File: config.mk
export PLATFORM = sky130hd
export DESIGN_NAME = fetch_exec_controller
export DESIGN_NICKNAME = d
export VERILOG_FILES = /design/src/rtl/fetch_exec_controller.sv
export SDC_FILE = /design/constraint.sdc
export NUM_CORES = 1
export LEC_CHECK = 0
export CORE_ASPECT_RATIO = 0.9
export CORE_MARGIN = 2
export CORE_UTILIZATION = 30
export DETAILED_ROUTE_END_ITERATION = 8
export GPL_TIMING_DRIVEN = 1
export SLEW_MARGIN = 10
export SYNTH_ARGS = -nofsm -noshare
export SYNTH_HDL_FRONTEND = slang
export SYNTH_SLANG_ARGS = --single-unit
File: constraint.sdc
create_clock -name i_clock -period 2.6 [get_ports i_clock]
set_input_delay 0.52 -clock i_clock [delete_from_list [all_inputs] [get_ports i_clock]]
set_output_delay 0.52 -clock i_clock [all_outputs]
set_load 0.02 [all_outputs]
File: src/rtl/fetch_exec_controller.sv
// Fetch/execute sequencer: loads program words into instruction memory and
// controls run, single-step, pause, halt-drain and restart of the pipeline.
module fetch_exec_controller #(
  parameter int                  NB_INSTR     = 32,
  parameter int                  NB_ADDR      = 10,
  parameter int                  IMEM_DEPTH   = 1024,
  parameter logic [NB_INSTR-1:0] HALT_OPCODE  = 32'hFFFF_FFFF,
  parameter int                  DRAIN_CYCLES = 5,
  parameter int                  NB_CNT       = 32
) (
  input  logic                i_clock,
  input  logic                i_reset,
  input  logic                i_cmd_valid,
  input  logic [2:0]          i_cmd,
  output logic                o_cmd_ready,
  input  logic [NB_INSTR-1:0] i_load_data,
  input  logic                i_load_valid,
  input  logic                i_load_last,
  output logic                o_load_ready,
  output logic                o_imem_we,
  output logic [NB_ADDR-1:0]  o_imem_addr,
  output logic [NB_INSTR-1:0] o_imem_data,
  input  logic [NB_INSTR-1:0] i_instruction,
  input  logic                i_stall,
  output logic                o_pc_enable,
  output logic                o_pipe_enable,
  output logic                o_inject_nop,
  output logic                o_pipe_reset,
  output logic                o_halted,
  output logic [NB_CNT-1:0]   o_cycle_count,
  output logic [2:0]          o_state
);

  localparam logic [2:0] ST_IDLE   = 3'd0;
  localparam logic [2:0] ST_LOAD   = 3'd1;
  localparam logic [2:0] ST_RUN    = 3'd2;
  localparam logic [2:0] ST_STEP   = 3'd3;
  localparam logic [2:0] ST_PAUSED = 3'd4;
  localparam logic [2:0] ST_DRAIN  = 3'd5;
  localparam logic [2:0] ST_HALTED = 3'd6;

  localparam logic [2:0] CMD_LOAD    = 3'd1;
  localparam logic [2:0] CMD_RUN     = 3'd2;
  localparam logic [2:0] CMD_STEP    = 3'd3;
  localparam logic [2:0] CMD_PAUSE   = 3'd4;
  localparam logic [2:0] CMD_RESTART = 3'd5;

  localparam int                  NB_DRAIN   = (DRAIN_CYCLES > 1) ? $clog2(DRAIN_CYCLES) : 1;
  localparam logic [NB_DRAIN-1:0] DRAIN_INIT = NB_DRAIN'(DRAIN_CYCLES - 1);
  localparam logic [NB_ADDR-1:0]  LAST_ADDR  = NB_ADDR'(IMEM_DEPTH - 1);

  logic [2:0]          state_q, state_d;
  logic [NB_ADDR-1:0]  loadAddr_q, loadAddr_d;
  logic [NB_DRAIN-1:0] drainCnt_q, drainCnt_d;
  logic                imemWe_q, imemWe_d;
  logic [NB_ADDR-1:0]  imemAddr_q, imemAddr_d;
  logic [NB_INSTR-1:0] imemData_q, imemData_d;
  logic                pipeReset_q, pipeReset_d;
  logic [NB_CNT-1:0]   cycleCount_q;
  logic                cntClear;

  logic execState;
  logic haltHit;
  logic cmdReady;
  logic cmdFire;
  logic pipeEnable;
  logic loadBeat;
  logic loadEnd;

  assign execState  = (state_q == ST_RUN) || (state_q == ST_STEP);
  assign haltHit    = execState && (i_instruction == HALT_OPCODE);
  assign cmdReady   = (state_q == ST_IDLE) || (state_q == ST_PAUSED) ||
                      (state_q == ST_HALTED) || (state_q == ST_RUN);
  assign cmdFire    = i_cmd_valid && cmdReady;
  assign pipeEnable = execState || (state_q == ST_DRAIN);
  assign loadBeat   = (state_q == ST_LOAD) && i_load_valid;
  assign loadEnd    = loadBeat && (i_load_last || (loadAddr_q == LAST_ADDR));

  // A halt seen while executing wins over PAUSE and over the STEP exit.
  always_comb begin
    state_d     = state_q;
    loadAddr_d  = loadAddr_q;
    drainCnt_d  = drainCnt_q;
    imemWe_d    = 1'b0;
    imemAddr_d  = imemAddr_q;
    imemData_d  = imemData_q;
    pipeReset_d = 1'b0;
    cntClear    = 1'b0;
    case (state_q)
      ST_IDLE, ST_PAUSED, ST_HALTED: begin
        if (cmdFire) begin
          case (i_cmd)
            CMD_LOAD: begin
              state_d    = ST_LOAD;
              loadAddr_d = '0;
              cntClear   = 1'b1;
            end
            CMD_RESTART: begin
              state_d     = ST_IDLE;
              pipeReset_d = 1'b1;
              cntClear    = 1'b1;
            end
            CMD_RUN:  if (state_q != ST_HALTED) state_d = ST_RUN;
            CMD_STEP: if (state_q != ST_HALTED) state_d = ST_STEP;
            default: ;
          endcase
        end
      end
      ST_LOAD: begin
        if (loadBeat) begin
          imemWe_d   = 1'b1;
          imemAddr_d = loadAddr_q;
          imemData_d = i_load_data;
          loadAddr_d = loadAddr_q + NB_ADDR'(1);
          if (loadEnd) begin
            state_d     = ST_IDLE;
            pipeReset_d = 1'b1;
          end
        end
      end
      ST_RUN: begin
        if (haltHit) begin
          state_d    = ST_DRAIN;
          drainCnt_d = DRAIN_INIT;
        end else if (cmdFire && (i_cmd == CMD_PAUSE)) begin
          state_d = ST_PAUSED;
        end
      end
      ST_STEP: begin
        if (haltHit) begin
          state_d    = ST_DRAIN;
          drainCnt_d = DRAIN_INIT;
        end else begin
          state_d = ST_PAUSED;
        end
      end
      ST_DRAIN: begin
        if (drainCnt_q == '0) state_d = ST_HALTED;
        else                  drainCnt_d = drainCnt_q - NB_DRAIN'(1);
      end
      default: state_d = ST_IDLE;
    endcase
  end

  always_ff @(posedge i_clock) begin
    if (i_reset) begin
      state_q     <= ST_IDLE;
      loadAddr_q  <= '0;
      drainCnt_q  <= '0;
      imemWe_q    <= 1'b0;
      imemAddr_q  <= '0;
      imemData_q  <= '0;
      pipeReset_q <= 1'b0;
    end else begin
      state_q     <= state_d;
      loadAddr_q  <= loadAddr_d;
      drainCnt_q  <= drainCnt_d;
      imemWe_q    <= imemWe_d;
      imemAddr_q  <= imemAddr_d;
      imemData_q  <= imemData_d;
      pipeReset_q <= pipeReset_d;
    end
  end

  // Saturating count of cycles in which the pipeline advanced.
  always_ff @(posedge i_clock) begin
    if (i_reset || cntClear)                   cycleCount_q <= '0;
    else if (pipeEnable && (~cycleCount_q != '0)) cycleCount_q <= cycleCount_q + NB_CNT'(1);
  end

  assign o_cmd_ready   = cmdReady;
  assign o_load_ready  = (state_q == ST_LOAD);
  assign o_imem_we     = imemWe_q;
  assign o_imem_addr   = imemAddr_q;
  assign o_imem_data   = imemData_q;
  assign o_pc_enable   = execState && !i_stall && !haltHit;
  assign o_pipe_enable = pipeEnable;
  assign o_inject_nop  = (state_q == ST_DRAIN) || haltHit;
  assign o_pipe_reset  = pipeReset_q;
  assign o_halted      = (state_q == ST_HALTED);
  assign o_cycle_count = cycleCount_q;
  assign o_state       = state_q;

endmodule

# Word-level counts from Yosys, hierarchy flattened
# Cells that the tools add are included.
# Widths: inputs -> output; s select.
[word_totals] out_inout_bits=85 register_bits=92 inputBits=73
[classes] bitwise_logic=2 addsub=3 n_mux=27 reduce_logical=31 eq_ne=25
[op_table] cell="$add 32x1->32 const B" n=1
[op_table] cell="$eq 32x32->1 const B" n=1
[op_table] cell="$not 32->32" n=1
[op_table] cell="$reduce_bool 32->1" n=1
[op_table] cell="$mux 10" n=3
[op_table] cell="$mux 3" n=10
[op_table] cell="$pmux 10 s2" n=1
[op_table] cell="$eq 3x3->1 const B" n=5
[op_table] cell="$pmux 3 s5" n=1
[op_table] cell="$eq 3x2->1 const B" n=4
[op_table] cell="$pmux 3 s4" n=1
[op_table] cell="$add 10x1->10 const B" n=1
[op_table] cell="$eq 10x10->1 const B" n=1
[op_table] cell="$ne 2x1->1 const B" n=5
[op_table] cell="$mux 1" n=9
[op_table] cell="$ne 3x3->1 const B" n=3
[op_table] cell="$logic_and 1x1->1" n=8
[op_table] cell="$logic_or 1x1->1" n=8
[op_table] cell="$reduce_and 8->1" n=1
[op_table] cell="$eq 3x1->1 const B" n=2
[op_table] cell="$logic_not 3->1" n=2
[op_table] cell="$pmux 3 s2" n=1
[op_table] cell="$reduce_or 2->1" n=3
[op_table] cell="$ne 5x1->1 const B" n=1
[op_table] cell="11 further kinds" n=14

# Longest topological paths before layout
[depth] ltp_word=9 ltp_mapped=9

# Least setup slack after synthesis
# Ideal clock, no wire load.
[synth_path] kind="register -> register" from="register state_q[0], in the netlist o_state[0]" to="register loadAddr_q[9]" n_path_buf=1 setup_time_ps=59 slack_ps=530 arrival_time_ps=2011 stages_incl_launch_ff=7 path_cell_list="dfxtp_1 -> buf_6 -> or3b_4 -> o32a_1 -> a21o_1 -> or4_1 -> nand2_1"
[synth_between] elab_chain_len=7
[synth_lines] item="from (decl)" line_no="52" rtl="logic [2:0] state_q, state_d;"
[synth_lines] item="from (signal assigned)" line_no="155" rtl="state_q <= state_d;"
[synth_lines] item="$eq 3x3->1 / $logic_not 3->1 (equally long branches)" line_no="72, 89"
[synth_lines] item="$logic_or 1x1->1 (2 in a row)" line_no="72" rtl="assign cmdReady = (state_q == ST_IDLE) || (state_q == ST_PAUSED) ||"
[synth_lines] item="$logic_or 1x1->1" line_no="73" rtl="(state_q == ST_HALTED) || (state_q == ST_RUN);"
[synth_lines] item="$logic_and 1x1->1" line_no="74" rtl="assign cmdFire = i_cmd_valid && cmdReady;"
[synth_lines] item="$ne 2x2->1 (no line)"
[synth_lines] item="$reduce_and 4->1 (no line)"
[synth_lines] item="to (signal assigned)" line_no="156" rtl="loadAddr_q <= loadAddr_d;"
[synth_lines] item="to (decl)" line_no="53" rtl="logic [NB_ADDR-1:0] loadAddr_q, loadAddr_d;"
# Several ways; a longest one is shown, not always the timed one.
# A chain may end at the register's enable or synchronous reset.

# Worst setup path after layout
[layout_path] from="input port i_instruction[12]" to="output port o_inject_nop"
[layout_between] elab_chain_len=3
[layout_lines] item="from (decl)" line_no="23" rtl="input logic [NB_INSTR-1:0] i_instruction,"
[layout_lines] item="$eq 32x32->1" line_no="71" rtl="assign haltHit = execState && (i_instruction == HALT_OPCODE);"
[layout_lines] item="$logic_and 1x1->1" line_no="71"
[layout_lines] item="$logic_or 1x1->1" line_no="178" rtl="assign o_inject_nop = (state_q == ST_DRAIN) || haltHit;"
[layout_lines] item="to (decl)" line_no="27" rtl="output logic o_inject_nop,"
# No other way between the ends.

==> flow_metrics.py <==
metrics = {
    "sta": {
        "maxSlewHeadroom": 0.578,
        "fin_setup_tns_ps": 0,
        "fin_ws_ps": 58.7,
        "fin_worst_skew_ps": 10.7,
        "fin_hold_ws_ps": 456,
        "timing.final.crit_share": 0.977,
        "rsz0062_at_grt": "false",
        "fmax_mhz": 394,
        "worstMarginPinSlew_ps": 628,
        "hold_viol_final": 0,
        "slew_violations": 0,
        "setup_violations": 0,
        "period_needed_ps": 2540,
    },
    "global_routing": {
        "grt-ovfl-total": 0,
        "grt_first_pass_wirelength_um": 20500,
        "antenna_found_initial": 0,
        "grt_max_degree": 49,
        "grt_usage": 0.174,
        "grt_pass1_vias": 4089,
    },
    "power": {
        "power.switching_mw": 1.17,
        "switching_share": 0.313,
        "p_seq_frac": 0.413,
        "finalPower_mw": 3.73,
        "ir_worst_vdd_mv": 0.329,
        "power.internal_mw": 2.57,
        "pwr-share-comb": 0.246,
        "p_per_area_nw_per_um2": 586,
        "clockPowerShare": 0.341,
        "leakagePower_nw": 2.16,
    },
    "floorplan": {
        "ioPinCount": 158,
        "rows": 40,
        "fp.dieH_um": 116,
        "dieArea_um2": 14900,
        "start_util": 0.310,
        "fp.coreArea_um2": 13500,
        "die_w_um": 129,
    },
    "critical_path": {
        "critPathKind": "input pin to output pin",
        "crit_fanout": 2,
        "critPathRequiredTime_ps": 2080,
        "worstPathCellList": "clkdlybuf4s50_1 -> nand4_1 -> nor4_2 -> buf_4 -> nand3_1 -> nand2_1 -> buf_4",
        "critPathCaptureType": "output pin",
        "critPathLaunchType": "input pin",
        "crit_slowest_cell": "clkdlybuf4s50_1",
        "reg2reg_depth": 7,
        "crit_top_cell": "buf_4",
        "arrival_ps": 2020,
        "slowest_delay_ps": 500,
        "reg2reg_slack_ps": 350,
    },
    "synthesis": {
        "avgSynthCellArea_um2": 7.95,
        "synth_top_flop_cell": "dfxtp_1",
        "async_flop_share": 0,
        "syn_nets": 604,
        "ys_ff_latch": 92,
        "ys_seq_area_frac": 0.440,
        "ys_warn_count": 0,
        "netlist_area_um2": 4190,
        "synth-simple-area-share": 0.291,
        "synth-edff-count": 0,
        "synth_compound_area_frac": 0.198,
        "syn_inst": 527,
        "synth_top_family_by_area": "simple AND/OR/NAND/NOR gates",
        "muxShareOfSynthArea": 0.00269,
        "synthAdderAreaFrac": 0.0119,
        "synth_cell_types": 53,
        "synth_xor_xnor_area_share": 0.0125,
    },
    "route": {
        "drt_iter0_drc": 326,
        "drt.antenna.violating_nets": 0,
        "wl_per_cell_um": 15.6,
        "avgViaCountPerCell": 5.18,
        "drtPass1Iterations": 4,
        "drc": 0,
        "drt_wl_total_um": 13600,
        "vias": 4492,
    },
    "clocking": {
        "cts_made_buffers": 9,
        "cts_max_level": 3,
        "clock_latency_ps": 350,
        "cts_tree": "done",
        "cts.path.max_buffers": 2,
        "clkSinkCount": 92,
        "clockRootBuffer": "clkbuf_16",
        "cts_hold_buf": 0,
        "cts.reportedPaths.clkPinSlew_ps": 70,
    },
    "placed_design": {
        "dpl-instance-area_um2": 6070,
        "portBuffers": 157,
        "dp_worst_setup_slack_ps": -511,
        "dp_hpwl_um": 9940,
        "gp_congestion": 0.844,
    },
    "cells_and_area": {
        "nFillCells": 1296,
        "num_antenna_cells": 0,
        "fin_nets": 771,
        "seq_area_um2": 1840,
        "final_area_um2": 6370,
        "final_cell_mix": "154 x clkdlybuf4s50_1, 109 x nand2_1, 92 x dfxtp_1, 79 x a21oi_1",
        "multiInputGateArea_um2": 2180,
        "final_common_cell": "clkdlybuf4s50_1",
        "syn_to_final_growth_pct": 52.0,
        "drive_gt1_frac": 0.0873,
    },
    "worst_hold_path": {
        "hold_depth": 2,
        "hp-class": "flip-flop to flip-flop",
    },
    "outcome": {
        "status": "complete, no violations",
    },
    "flow_run": {
        "drv_cap": 0,
    },
}
## metal layers
| metal | part of all wire | track usage |
|---|---|---|
| met5 | 0 | 0 |
| met4 | 0.023 | 0.0630 |
| met3 | 0.060 | 0.0476 |
| met2 | 0.45 | 0.280 |
| met1 | 0.46 | 0.225 |
## repair_timing
item / in CTS / in global routing
setup buffers: 1 / 0
setup endpoints to repair: 3 / 2
resized for setup: 11 / 2
pin swaps: 3 / 1
## cell usage after synthesis (2+ instances only)
cell         n  share of area
nor3_1       6         0.0072
a21oi_1     79          0.094
o21ai_0     19          0.023
and4_1       5          0.010
buf_2        9          0.011
nor4_1       4         0.0060
a211oi_1     3         0.0054
nand4_1     29          0.043
a21o_1       4         0.0072
xor2_1       4         0.0084
nand3_1     19          0.023
nand2b_1     3         0.0045
or4_1       11          0.020
xnor2_1      2         0.0042
o31ai_1      8          0.014
o41ai_1      3         0.0063
o311ai_0     3         0.0063
clkbuf_1    19          0.017
and3_1       8          0.012
a31oi_1      3         0.0045
inv_1       11         0.0099
nor2_1      16          0.014
a2111oi_0    2         0.0042
ha_1         4          0.012
nand2_1    109          0.098
dfxtp_1     92           0.44
or3_1       18          0.027
o211ai_1     4         0.0072
and2_1       6         0.0090
## critical path: cells and delay by family
kind / cells / cell delay [ps]
buffers and inverters: 3 / 830
AND/OR/NAND/NOR: 4 / 670
## power groups by stage
stage          Clock, mW  Sequential [mW]  Combinational, mW
2_1_floorplan          0             1.65              0.398
3_3_place_gp           0             1.57              0.907
3_5_place_dp           0             1.58              0.914
4_1_cts             1.31             1.54              0.919
5_1_grt             1.37             1.55              0.985
6_report            1.27             1.54              0.919
## logic make-up after synthesis
| group | Yosys count |
|---|---|
| compound gates | 138 |
| xor+xnor | 6 |
| fa+ha+maj | 4 |
| buf+inv | 43 |
| flops | 92 |
| mux | 1 |
| simple gates | 243 |
## per-stage QoR
| step | util | cells |
|---|---|---|
| after floorplan | - | 527 |
| after global placement | 0.449 | 850 |
| after detailed placement | 0.449 | 850 |
| after CTS | 0.472 | 867 |
| after global routing | 0.471 | 867 |
| final | 0.471 | 867 |
## final timing paths
path,startpoint,endpoint
max,i_instruction[12],o_inject_nop
min reg2reg,o_imem_data[7],o_imem_data[7]
min,o_imem_data[7],o_imem_data[7]
max reg2reg,o_cycle_count[0],o_cycle_count[0]
## layout make-up
cell class / instances / share of cell area
multi-input combinational: 392 / 0.342
clock inverter: 7 / 0.00903
sequential: 92 / 0.289
inverter: 12 / 0.00707
timing repair buffer: 187 / 0.284
tap: 168 / 0.0330
clock buffer: 9 / 0.0353
## flip-flops by register name, indices dropped and copies added (netlist names)
name / cells
loadAddr_q: 10
drainCnt_q: 3
o_state: 3
o_pipe_reset: 1
o_imem_addr: 10
o_imem_we: 1
o_imem_data: 32
o_cycle_count: 32
(Power assumes the default switching activity.)
